==> src/rtl/sr_cmd_pkg.sv <==
// Shared types and constants for the SR command generator.
// Latency: n/a (types, constants and a width helper only).
// Backpressure: n/a.
`timescale 1ns/1ps
package sr_cmd_pkg;

    typedef enum logic [1:0] {
        IDLE    = 2'd0,
        PULSE_S = 2'd1,
        PULSE_R = 2'd2,
        GAP     = 2'd3
    } state_t;

    localparam int DEF_DB_CYCLES    = 4;
    localparam int DEF_PULSE_LEN    = 1;
    localparam int DEF_GAP_CYCLES   = 2;
    localparam int DEF_CLR_PRIORITY = 1;

    // Bits needed to hold values 0..value-1; never less than one bit so that
    // degenerate parameter choices still yield a legal vector.
    function automatic int clog2(input int value);
        int w;
        w = 0;
        while ((1 << w) < value) begin
            w++;
        end
        return (w < 1) ? 1 : w;
    endfunction

endpackage

==> src/rtl/sr_debounce.sv <==
// Button conditioner: 2-flop synchroniser, stability debounce, rising-edge pulse.
// Latency: level follows raw_in after 2 sync + DB_CYCLES stable cycles; rise is registered with level.
// Backpressure: none; the stage is free-running and cannot stall.
// Ports: clk, reset (async active-low), raw_in (asynchronous button),
//        level (debounced level), rise (one-cycle pulse when level goes 0->1).
`timescale 1ns/1ps
module sr_debounce
    import sr_cmd_pkg::*;
#(
    parameter int DB_CYCLES = DEF_DB_CYCLES
) (
    input  logic clk,
    input  logic reset,
    input  logic raw_in,
    output logic level,
    output logic rise
);

    localparam int                CNT_W    = clog2(DB_CYCLES + 1);
    localparam logic [CNT_W-1:0]  CNT_LAST = CNT_W'(DB_CYCLES - 1);

    logic             sync_meta;
    logic             sync_q;
    logic [CNT_W-1:0] cnt;

    always_ff @(posedge clk or negedge reset) begin
        if (!reset) begin
            sync_meta <= 1'b0;
            sync_q    <= 1'b0;
            level     <= 1'b0;
            rise      <= 1'b0;
            cnt       <= '0;
        end else begin
            sync_meta <= raw_in;
            sync_q    <= sync_meta;
            rise      <= 1'b0;
            if (sync_q != level) begin
                // The DB_CYCLES-th consecutive disagreeing sample commits the new level.
                if (cnt == CNT_LAST) begin
                    level <= sync_q;
                    rise  <= sync_q;
                    cnt   <= '0;
                end else begin
                    cnt <= cnt + 1'b1;
                end
            end else begin
                cnt <= '0;
            end
        end
    end

endmodule

==> src/rtl/sr_cmd_gen.sv <==
// Turns raw set/clear buttons into clean, mutually exclusive s/r pulses for an SR flip-flop.
// Latency: s/r rise 2 clk after the debounced level rises (edge->pending->pulse) when idle.
// Backpressure: requests arriving while busy are held pending; a repeat while pending is dropped and flags overrun.
// Ports: clk, reset (async active-low), set_btn/clr_btn (raw, async), s/r (registered pulses),
//        busy (state != IDLE), conflict (both pending at arbitration), overrun (sticky drop flag).
`timescale 1ns/1ps
module sr_cmd_gen
    import sr_cmd_pkg::*;
#(
    parameter int DB_CYCLES    = DEF_DB_CYCLES,
    parameter int PULSE_LEN    = DEF_PULSE_LEN,
    parameter int GAP_CYCLES   = DEF_GAP_CYCLES,
    parameter int CLR_PRIORITY = DEF_CLR_PRIORITY
) (
    input  logic clk,
    input  logic reset,
    input  logic set_btn,
    input  logic clr_btn,
    output logic s,
    output logic r,
    output logic busy,
    output logic conflict,
    output logic overrun
);

    localparam int               TMR_MAX    = (PULSE_LEN > GAP_CYCLES) ? PULSE_LEN : GAP_CYCLES;
    localparam int               TMR_W      = clog2(TMR_MAX + 1);
    localparam logic [TMR_W-1:0] PULSE_LAST = TMR_W'(PULSE_LEN - 1);
    localparam logic [TMR_W-1:0] GAP_LAST   = TMR_W'((GAP_CYCLES > 0) ? GAP_CYCLES - 1 : 0);

    logic set_level, set_rise;
    logic clr_level, clr_rise;

    state_t           state, state_nx;
    logic [TMR_W-1:0] tmr, tmr_nx;
    logic             set_pend, set_pend_nx;
    logic             clr_pend, clr_pend_nx;
    logic             take_set, take_clr;
    logic             conflict_nx;
    logic             overrun_nx;

    sr_debounce #(.DB_CYCLES(DB_CYCLES)) u_set_db (
        .clk    (clk),
        .reset  (reset),
        .raw_in (set_btn),
        .level  (set_level),
        .rise   (set_rise)
    );

    sr_debounce #(.DB_CYCLES(DB_CYCLES)) u_clr_db (
        .clk    (clk),
        .reset  (reset),
        .raw_in (clr_btn),
        .level  (clr_level),
        .rise   (clr_rise)
    );

    // Debounced levels are only needed inside the conditioner; commands are edge-triggered.
    logic unused_levels;
    assign unused_levels = set_level ^ clr_level;

    always_ff @(posedge clk or negedge reset) begin
        if (!reset) begin
            state    <= IDLE;
            tmr      <= '0;
            set_pend <= 1'b0;
            clr_pend <= 1'b0;
            s        <= 1'b0;
            r        <= 1'b0;
            conflict <= 1'b0;
            overrun  <= 1'b0;
        end else begin
            state    <= state_nx;
            tmr      <= tmr_nx;
            set_pend <= set_pend_nx;
            clr_pend <= clr_pend_nx;
            // Outputs are registered from the next state so s/r align with the state register
            // and can never both be high.
            s        <= (state_nx == PULSE_S);
            r        <= (state_nx == PULSE_R);
            conflict <= conflict_nx;
            overrun  <= overrun_nx;
        end
    end

    always_comb begin
        state_nx    = state;
        tmr_nx      = tmr;
        take_set    = 1'b0;
        take_clr    = 1'b0;
        conflict_nx = 1'b0;
        case (state)
            IDLE: begin
                tmr_nx = '0;
                if (set_pend && clr_pend) begin
                    // Only the winner is served; the loser is discarded, not deferred.
                    conflict_nx = 1'b1;
                    take_set    = 1'b1;
                    take_clr    = 1'b1;
                    state_nx    = (CLR_PRIORITY != 0) ? PULSE_R : PULSE_S;
                end else if (set_pend) begin
                    take_set = 1'b1;
                    state_nx = PULSE_S;
                end else if (clr_pend) begin
                    take_clr = 1'b1;
                    state_nx = PULSE_R;
                end
            end
            PULSE_S, PULSE_R: begin
                if (tmr == PULSE_LAST) begin
                    tmr_nx   = '0;
                    state_nx = (GAP_CYCLES == 0) ? IDLE : GAP;
                end else begin
                    tmr_nx = tmr + 1'b1;
                end
            end
            GAP: begin
                if (tmr == GAP_LAST) begin
                    tmr_nx   = '0;
                    state_nx = IDLE;
                end else begin
                    tmr_nx = tmr + 1'b1;
                end
            end
            default: begin
                state_nx = IDLE;
                tmr_nx   = '0;
            end
        endcase

        // An edge landing in the same cycle its flag is being served re-arms the flag
        // rather than counting as an overrun: the earlier request is leaving this cycle.
        set_pend_nx = (set_pend & ~take_set) | set_rise;
        clr_pend_nx = (clr_pend & ~take_clr) | clr_rise;
        overrun_nx  = overrun
                    | (set_rise & set_pend & ~take_set)
                    | (clr_rise & clr_pend & ~take_clr);
    end

    assign busy = (state != IDLE);

endmodule
==> config.mk <==
export PLATFORM = sky130hd
export DESIGN_NAME = sr_cmd_gen
export DESIGN_NICKNAME = d
export VERILOG_FILES = /design/src/rtl/sr_cmd_pkg.sv /design/src/rtl/sr_debounce.sv /design/src/rtl/sr_cmd_gen.sv
export SDC_FILE = /design/constraint.sdc
export NUM_CORES = 1
export LEC_CHECK = 0
export ABC_AREA = 1
export CORE_MARGIN = 2
export CORE_UTILIZATION = 40
export CTS_CLUSTER_SIZE = 24
export DETAILED_ROUTE_END_ITERATION = 10
export DONT_BUFFER_PORTS = 1
export HOLD_SLACK_MARGIN = 0.02
export PLACE_DENSITY = 0.6
export SKIP_CTS_REPAIR_TIMING = 1
export SLEW_MARGIN = 15
export SYNTH_ARGS = -nofsm -noshare
export SYNTH_HDL_FRONTEND = slang
export SYNTH_SLANG_ARGS = --single-unit
export TNS_END_PERCENT = 1
==> constraint.sdc <==
create_clock -name clk -period 4 [get_ports clk]
set_clock_uncertainty 0.15 [all_clocks]
set_input_delay 1.2 -clock clk [delete_from_list [all_inputs] [get_ports clk]]
set_output_delay 1.2 -clock clk [all_outputs]
set_load 0.05 [all_outputs]
# Word level (Yosys, flattened, before mapping)
# Cells that the tools add are included.
dict set report classes {
  n_addsub 3
  eq_ne 10
  muxes 26
  n_bitwise 12
  reduce_logical 7
}
# op count
set ops {}
lappend ops {{2-to-1 mux 2 bit} 7}
lappend ops {{2-to-1 mux 1 bit} 13}
lappend ops {{2-to-1 mux 3 bit} 4}
lappend ops {{case mux 2 bit (3 select lines)} 2}
lappend ops {{adder 3 x 1 -> 3 bit, second input constant} 2}
lappend ops {{bitwise AND 1 bit} 6}
lappend ops {{== test 2 x 1 -> 1 bit, second input constant} 3}
lappend ops {{== test 2 bit, second input constant} 3}
lappend ops {{== test 3 x 2 -> 1 bit, second input constant} 2}
lappend ops {{zero test 2 bit} 2}
lappend ops {{bitwise OR 1 bit} 4}
lappend ops {{AND reduction 2 bit} 2}
lappend ops {{adder 2 x 1 -> 2 bit, second input constant} 1}
lappend ops {{!= test 1 bit} 2}
lappend ops {{inverter 1 bit} 2}
lappend ops {{nonzero test 2 bit} 1}
lappend ops {{OR reduction 2 bit} 1}
lappend ops {{logical AND 1 bit} 1}
dict set report word_totals {
  regBits 24
  output_inout_bits 5
}

# Depth between registers and ports, before layout
# Gate-level depths: netlist of the first run.
dict set report depth {
  word_depth 7
  depth_mapped 9
  mapped_depth_nobuf 9
}

# Hierarchy
# From an unflattened synthesis of the first run, not the netlist that was laid out.
dict set report unflattened {
  hier_cells 111
  hier_area_um2 1054.8
}
# mod n_inst cells_each area_each_um2
set by_module_without_submodules {}
lappend by_module_without_submodules {sr_debounce 2 27 265.3}
lappend by_module_without_submodules {sr_cmd_gen 1 57 524.3}

# Worst setup path before layout of the first run
# Ideal clock, no wire load.
dict set report synth_timing {
  kind {register to output}
  from {register state[0]}
  to {output busy}
  arrival_time_ns 0.977
  required_ns 2.650
  slack_ns 1.673
  path_stages_with_launch 4
  cell_sequence {dfrtp_1 -> inv_1 -> ha_1 -> inv_1}
}
dict set report synth_between {
  elab_chain_cells 1
}
# element line
set synth_rtl {}
lappend synth_rtl {{start: declaration} sr_cmd_gen.sv:34} ;# state_t state, state_nx;
lappend synth_rtl {{start signal: assignment} sr_cmd_gen.sv:73} ;# state <= state_nx;
lappend synth_rtl {{nonzero test 2 bit} sr_cmd_gen.sv:140} ;# assign busy = (state != IDLE);
lappend synth_rtl {{end: declaration} sr_cmd_gen.sv:21} ;# output logic busy,
# No other way between the ends.

# Worst setup path after layout of the first run
dict set report layout_timing {
  from {register state[1]}
  to {output busy}
}
# Same word-level chain as after synthesis.

==> run summary, run 1 <==
status: finished, final reports clean
vias in the first global route: 539
fin. max-slew vios: 0
Starting DRT DRC Count: 8
CTS H-Tree Depth: 1
io pins: 9
largest family of logic cells by synthesized area: simple AND/OR/NAND/NOR gates
net count after synthesis: 108
Crit Path Class: register to output pin
Leak: 0.000553 µW
CP dominant cell by count: inv_1
DIE WIDTH: 53.7 µm
Post-Layout Inst Area: 1080 µm²
FMAX: 0.364 GHz
all-layer global routing usage: 11.3%
post-DR wirelength/cell: 10.2 µm
Die Ht: 53.7 µm
unrepaired setup endpoints after global routing: false
layout cell share with drive strength beyond 1: 8.00%
Vias: 588
Root Driver: clkbuf_4
global route overflow: 0
setup TNS: 0 ns
CTS clock-pin slew for the worst setup and hold paths: 0.13 ns
maximum vdd drop: 0.462 mV
simple-gate share of the synthesized area: 17.0%
Critical Path Slowest Stage Cell: dfrtp_1
Rel. slew slack: 67.4%
synthesized instance count: 96
synthesized area per cell: 10.3 µm²
CTS tree: done
slowest cell delay on critical path: 0.41 ns
largest net degree at the start of global routing: 25
worst skew pair latency: 0.30 ns
worst-margin pin slew: 0.488 ns
drt total wl: 1.33 mm
placement row count: 18
DP Wirelength: 1.03 mm
Initial Util: 41.0%
GP Congestion: 0.716
global-route wire length before repair: 2.30 mm
CP startpoint kind: register
Area growth syn-to-layout: 9.13%
Critical Path Sink Type: output pin
Period Utilization, post-route: 68.6%
post-synthesis mux area share: 0%
post-synthesis xor/xnor area fraction: 1.77%
vias per cell: 4.52
Hold Slack: 0.213 ns
Port Buf Inserts: 0
final-layout fill cell count: 216
adder-cell share of the synthesized area: 10.1%
number of distinct library cells after synthesis: 17
crit path cell chain: inv_1 -> ha_1 -> inv_1
Finish-stage setup viols: 0
drt first pass iters: 4
Post-route DRC: 0
n_diodes: 0
Core Area: 2410 µm²
Syn Std Cell Area: 987 µm²
max-cap check violation count: 0
cell area after placement: 1020 µm²
fin crit period: 2.74 ns
YS warnings: 0
Routed Antenna Nets: 0
clock sinks: 24
CP Data Required Time: 2.65 ns
crit path DAT: 1.39 ns
CTS Buf Count: 3
Synth Area in Compound Gates: 4.56%
Hold Violations, Final: 0
synthesized flop and latch total: 24
CP max FO: 4
HP Class: register to register
Total Die Area: 2880 µm²
P per Cell Area: 788 nW/µm²
initial antenna violation count: 0
fin nets: 113
register area share after synthesis: 60.8%
CTS Buffer Depth: 2
[routing by layer]
metal	track usage (%)	vias up	routed length [µm]
li1	-	307	-
met1	16.4	270	679
met2	15.9	9	586
met3	3.33	2	51
met4	3.85	0	13
met5	0	-	0
[synthesized netlist by cell type]
| library cell | count | share of area, % |
|---|---|---|
| o21bai_1 | 1 | 0.76 |
| nand2_2 | 2 | 1.3 |
| a21oi_1 | 2 | 1.0 |
| ha_1 | 8 | 10 |
| xnor2_1 | 2 | 1.8 |
| inv_2 | 1 | 0.38 |
| nor3_1 | 2 | 1.0 |
| o21ai_0 | 2 | 1.0 |
| nor2_2 | 1 | 0.63 |
| inv_1 | 14 | 5.3 |
| nand3_1 | 6 | 3.0 |
| nand3b_1 | 1 | 0.76 |
| a21o_1 | 1 | 0.76 |
| o21ai_1 | 2 | 1.0 |
| nand2_1 | 17 | 6.5 |
| dfrtp_1 | 24 | 61 |
| nor2_1 | 10 | 3.8 |
[layout by cell type (no fill, tap or decap)]
cell,count
nor2_2,1
xnor2_1,2
o21ai_0,2
o21ai_1,2
dfrtp_1,24
inv_1,14
nand2_2,2
bufinv_16,1
nand3_1,6
clkbuf_4,3
a21o_1,1
inv_2,1
nor2_1,10
a21oi_1,2
ha_1,8
nor3_1,2
nand3b_1,1
o21bai_1,1
nand2_1,17
[sequential cells by signal, indices dropped and copies added (netlist names), 2 cells and up]
signal	flops
u_set_db.cnt	3
tmr	2
u_clr_db.cnt	3
state	2
[critical path: cells and delay by family (launching register included)]
kind | cells | cell delay [ns]
adders and majority gates | 1 | 0.22
DFF | 1 | 0.41
buffers and inverters | 2 | 0.47
[cells by family (layout without fill, tap and decap cells)]
family / count (synthesis) / in the layout
compound gates: 8 / 8
buf+inv: 15 / 19
xor+xnor: 2 / 2
simple gates: 39 / 39
flops: 24 / 24
fa+ha+maj: 8 / 8
[layout make-up]
| type | instances | area (µm²) | area share, % |
|---|---|---|---|
| flip-flops and latches | 24 | 601 | 55.7 |
| multi-input cells | 57 | 330 | 30.7 |
| inverters | 15 | 56.3 | 5.23 |
| well taps | 30 | 37.5 | 3.48 |
| clock inverters | 1 | 30.0 | 2.79 |
| clock buffers | 3 | 22.5 | 2.09 |
[final timing paths]
path / cells after the start / endpoint / slack, ns / from
min: 0 / u_clr_db.sync_q / 0.21 / u_clr_db.sync_meta
max: 3 / busy / 1.26 / state[1]
min reg2reg: 0 / u_clr_db.sync_q / 0.21 / u_clr_db.sync_meta
max reg2reg: 5 / overrun / 2.46 / state[1]
min in group asynchronous: 0 / tmr[0] / 0.42 / reset
max in group asynchronous: 0 / u_clr_db.cnt[2] / 3.21 / reset
[report_power, final]
group / leakage (µW) / switching, µW / internal, µW
registers: 0.000311 / 82.2 / 309
clock network: 0.0000279 / 68.7 / 101
logic: 0.000215 / 184 / 103
total: 0.000553 / 335 / 514
[metrics by stage]
step	total power, µW	setup slack (ns)	util, %	instances
final	849	1.26	44.7	130
after global routing	928	1.15	44.7	130
after CTS	861	1.25	44.7	130
after detailed placement	689	1.61	42.5	126
after global placement	682	1.63	42.5	126
after floorplan	630	1.67	-	96
Power figures use the tool's default switching activity.
==> inputs of run 2 (changes only) <==
--- a/config.mk
+++ b/config.mk
@@ -12,7 +12,7 @@
 export DETAILED_ROUTE_END_ITERATION = 10
 export DONT_BUFFER_PORTS = 1
 export HOLD_SLACK_MARGIN = 0.02
-export PLACE_DENSITY = 0.6
+export PLACE_DENSITY = 0.62
 export SKIP_CTS_REPAIR_TIMING = 1
 export SLEW_MARGIN = 15
 export SYNTH_ARGS = -nofsm -noshare
==> constraint.sdc (replaced) <==
create_clock -name clk -period 2.3 [get_ports clk]
set_clock_uncertainty 0.15 [all_clocks]
set_input_delay 0.69 -clock clk [delete_from_list [all_inputs] [get_ports clk]]
set_output_delay 0.69 -clock clk [all_outputs]
set_load 0.05 [all_outputs]
==> run summary, run 2 (synthesized netlist as in run 1, its figures left out) <==
Critical Path Slowest Stage Cell: dfrtp_1
Top Family by Delay on Critical Path: flip-flops
DIE WIDTH: 53.7 µm (unchanged)
fin nets: 115 (+1.8%)
CTS Buffer Depth: 2 (unchanged)
CP Capture Point: busy
GP Congestion: 0.691 (-3.5%)
clock sinks: 24 (unchanged)
vias in the first global route: 627 (+16%)
CP Data Required Time: 1.46 ns (-1.19 ns)
maximum vdd drop: 0.743 mV (+61%)
initial antenna violation count: 0 (unchanged)
worst skew pair latency: 0.30 ns (about the same)
Finish-stage setup viols: 0 (unchanged)
Routed Antenna Nets: 0 (unchanged)
P per Cell Area: 1350 nW/µm² (+72%)
HP Class: register to register
CTS tree: done
worst slack, placed: 0.412 ns (-1.19 ns)
Core Area: 2410 µm² (unchanged)
worst-margin pin slew: 0.467 ns (-0.0212 ns)
placement row count: 18 (unchanged)
top flop regs: u_clr_db.cnt (3), u_set_db.cnt (3)
drt first pass iters: 4 (unchanged)
terminus of the critical flop-to-flop path: overrun
Vias: 609 (+3.6%)
Die Ht: 53.7 µm (unchanged)
commonest non-fill, non-tap cell in the layout: dfrtp_1
cells on worst reg2reg path: 5 (unchanged)
Starting DRT DRC Count: 3 (-5)
CTS Buf Count: 3 (unchanged)
post-DR wirelength/cell: 11.1 µm (+8.3%)
fin crit period: 2.19 ns
worst r2r src: state[1]
reg-to-reg slack, setup: 0.73 ns (-1.73 ns)
Rel. slew slack: 68.8% (+1.4 points)
layout cell share with drive strength beyond 1: 10.8% (+2.8 points)
crit path DAT: 1.35 ns (-0.04 ns)
CP startpoint kind: register
Total Die Area: 2880 µm² (unchanged)
max-cap check violation count: 0 (unchanged)
worst setup path start: state[1]
Hold Slack: 0.214 ns (+0.000867 ns)
n_diodes: 0 (unchanged)
Critical Path Sink Type: output pin
Hold Violations, Final: 0 (unchanged)
FMAX: 0.456 GHz
crit path cell chain: inv_1 -> ha_2 -> clkinvlp_4
Crit Path Class: register to output pin
CTS clock-pin slew for the worst setup and hold paths: 0.12 ns (about the same)
vias per cell: 4.61 (+2.0%)
Buf/Inv on CP: 2 (unchanged)
total stage count of the critical path: 3 (unchanged)
fin. max-slew vios: 0 (unchanged)
status: finished, final reports clean
Area growth syn-to-layout: 12.8%
io pins: 9 (unchanged)
Root Driver: clkbuf_4
most frequent cells in the layout: 24 x dfrtp_1, 17 x nand2_1, 13 x inv_1
Port Buf Inserts: 0 (unchanged)
final setup margin: 0.108 ns (-1.15 ns)
Leak: 0.000562 µW (+1.7%)
CP max FO: 4 (unchanged)
slowest cell delay on critical path: 0.43 ns (+0.02 ns)
CTS H-Tree Depth: 1 (unchanged)
Period Utilization, post-route: 95.3%
all-layer global routing usage: 13.3% (+2.1 points)
unrepaired setup endpoints after global routing: false
drt total wl: 1.46 mm (+10%)
global-route wire length before repair: 2.66 mm (+16%)
Initial Util: 41.0% (unchanged)
global route overflow: 0 (unchanged)
Post-route DRC: 0 (unchanged)
setup TNS: 0 ns (unchanged)
largest net degree at the start of global routing: 25 (unchanged)
DP Wirelength: 1.06 mm (+3.1%)
## run 2: per-layer routing
layer | share of wire (%) | up-vias | wire, µm | GRT usage, %
met3 | 2.5 | 2 | 36 | 5.00
li1 | - | 309 | - | -
met5 | 0 | - | 0 | 0
met4 | 1.1 | 0 | 16 | 5.13
met2 | 51 | 6 | 748 | 23.2
met1 | 45 | 292 | 662 | 14.6
## run 2: how the worst min path moves through the flow
| stage | from | end | slack, ns | cells past startpoint |
|---|---|---|---|---|
| after floorplan | u_clr_db.sync_meta | u_clr_db.sync_q | 0.18 | 0 |
| after global placement | u_set_db.sync_meta | u_set_db.sync_q | 0.19 | 0 |
| after detailed placement | u_set_db.sync_meta | u_set_db.sync_q | 0.19 | 0 |
| after CTS | reset | u_set_db.sync_meta | -0.11 | 0 |
| after global routing | set_btn | u_set_db.sync_meta | 0.21 | 0 |
| final | u_set_db.sync_meta | u_set_db.sync_q | 0.21 | 0 |
## run 2: final cells by class
class | instances | area [µm²]
inverters | 15 | 60.1
well taps | 30 | 37.5
clock buffers | 3 | 22.5
fillers | 233 | 1300
clock inverters | 1 | 30.0
flip-flops and latches | 24 | 601
multi-input cells | 57 | 333
repair buffers | 2 | 30.0
## run 2: report_power, final
group | switching [µW] | internal [µW]
logic | 332 | 196
registers | 146 | 538
clock network | 118 | 176
total | 597 | 910
## run 2: metrics by stage
step / power [µW] / utilization [%] / cell area, µm² / instances
finish: 1510 / 46.2 / 1110 / 132
global route: 1650 / 46.2 / 1110 / 132
CTS: 1500 / 44.7 / 1080 / 130
detailed placement: 1200 / 42.5 / 1020 / 126
global placement: 1180 / 42.5 / 1020 / 126
floorplan: 1100 / - / 987 / 96
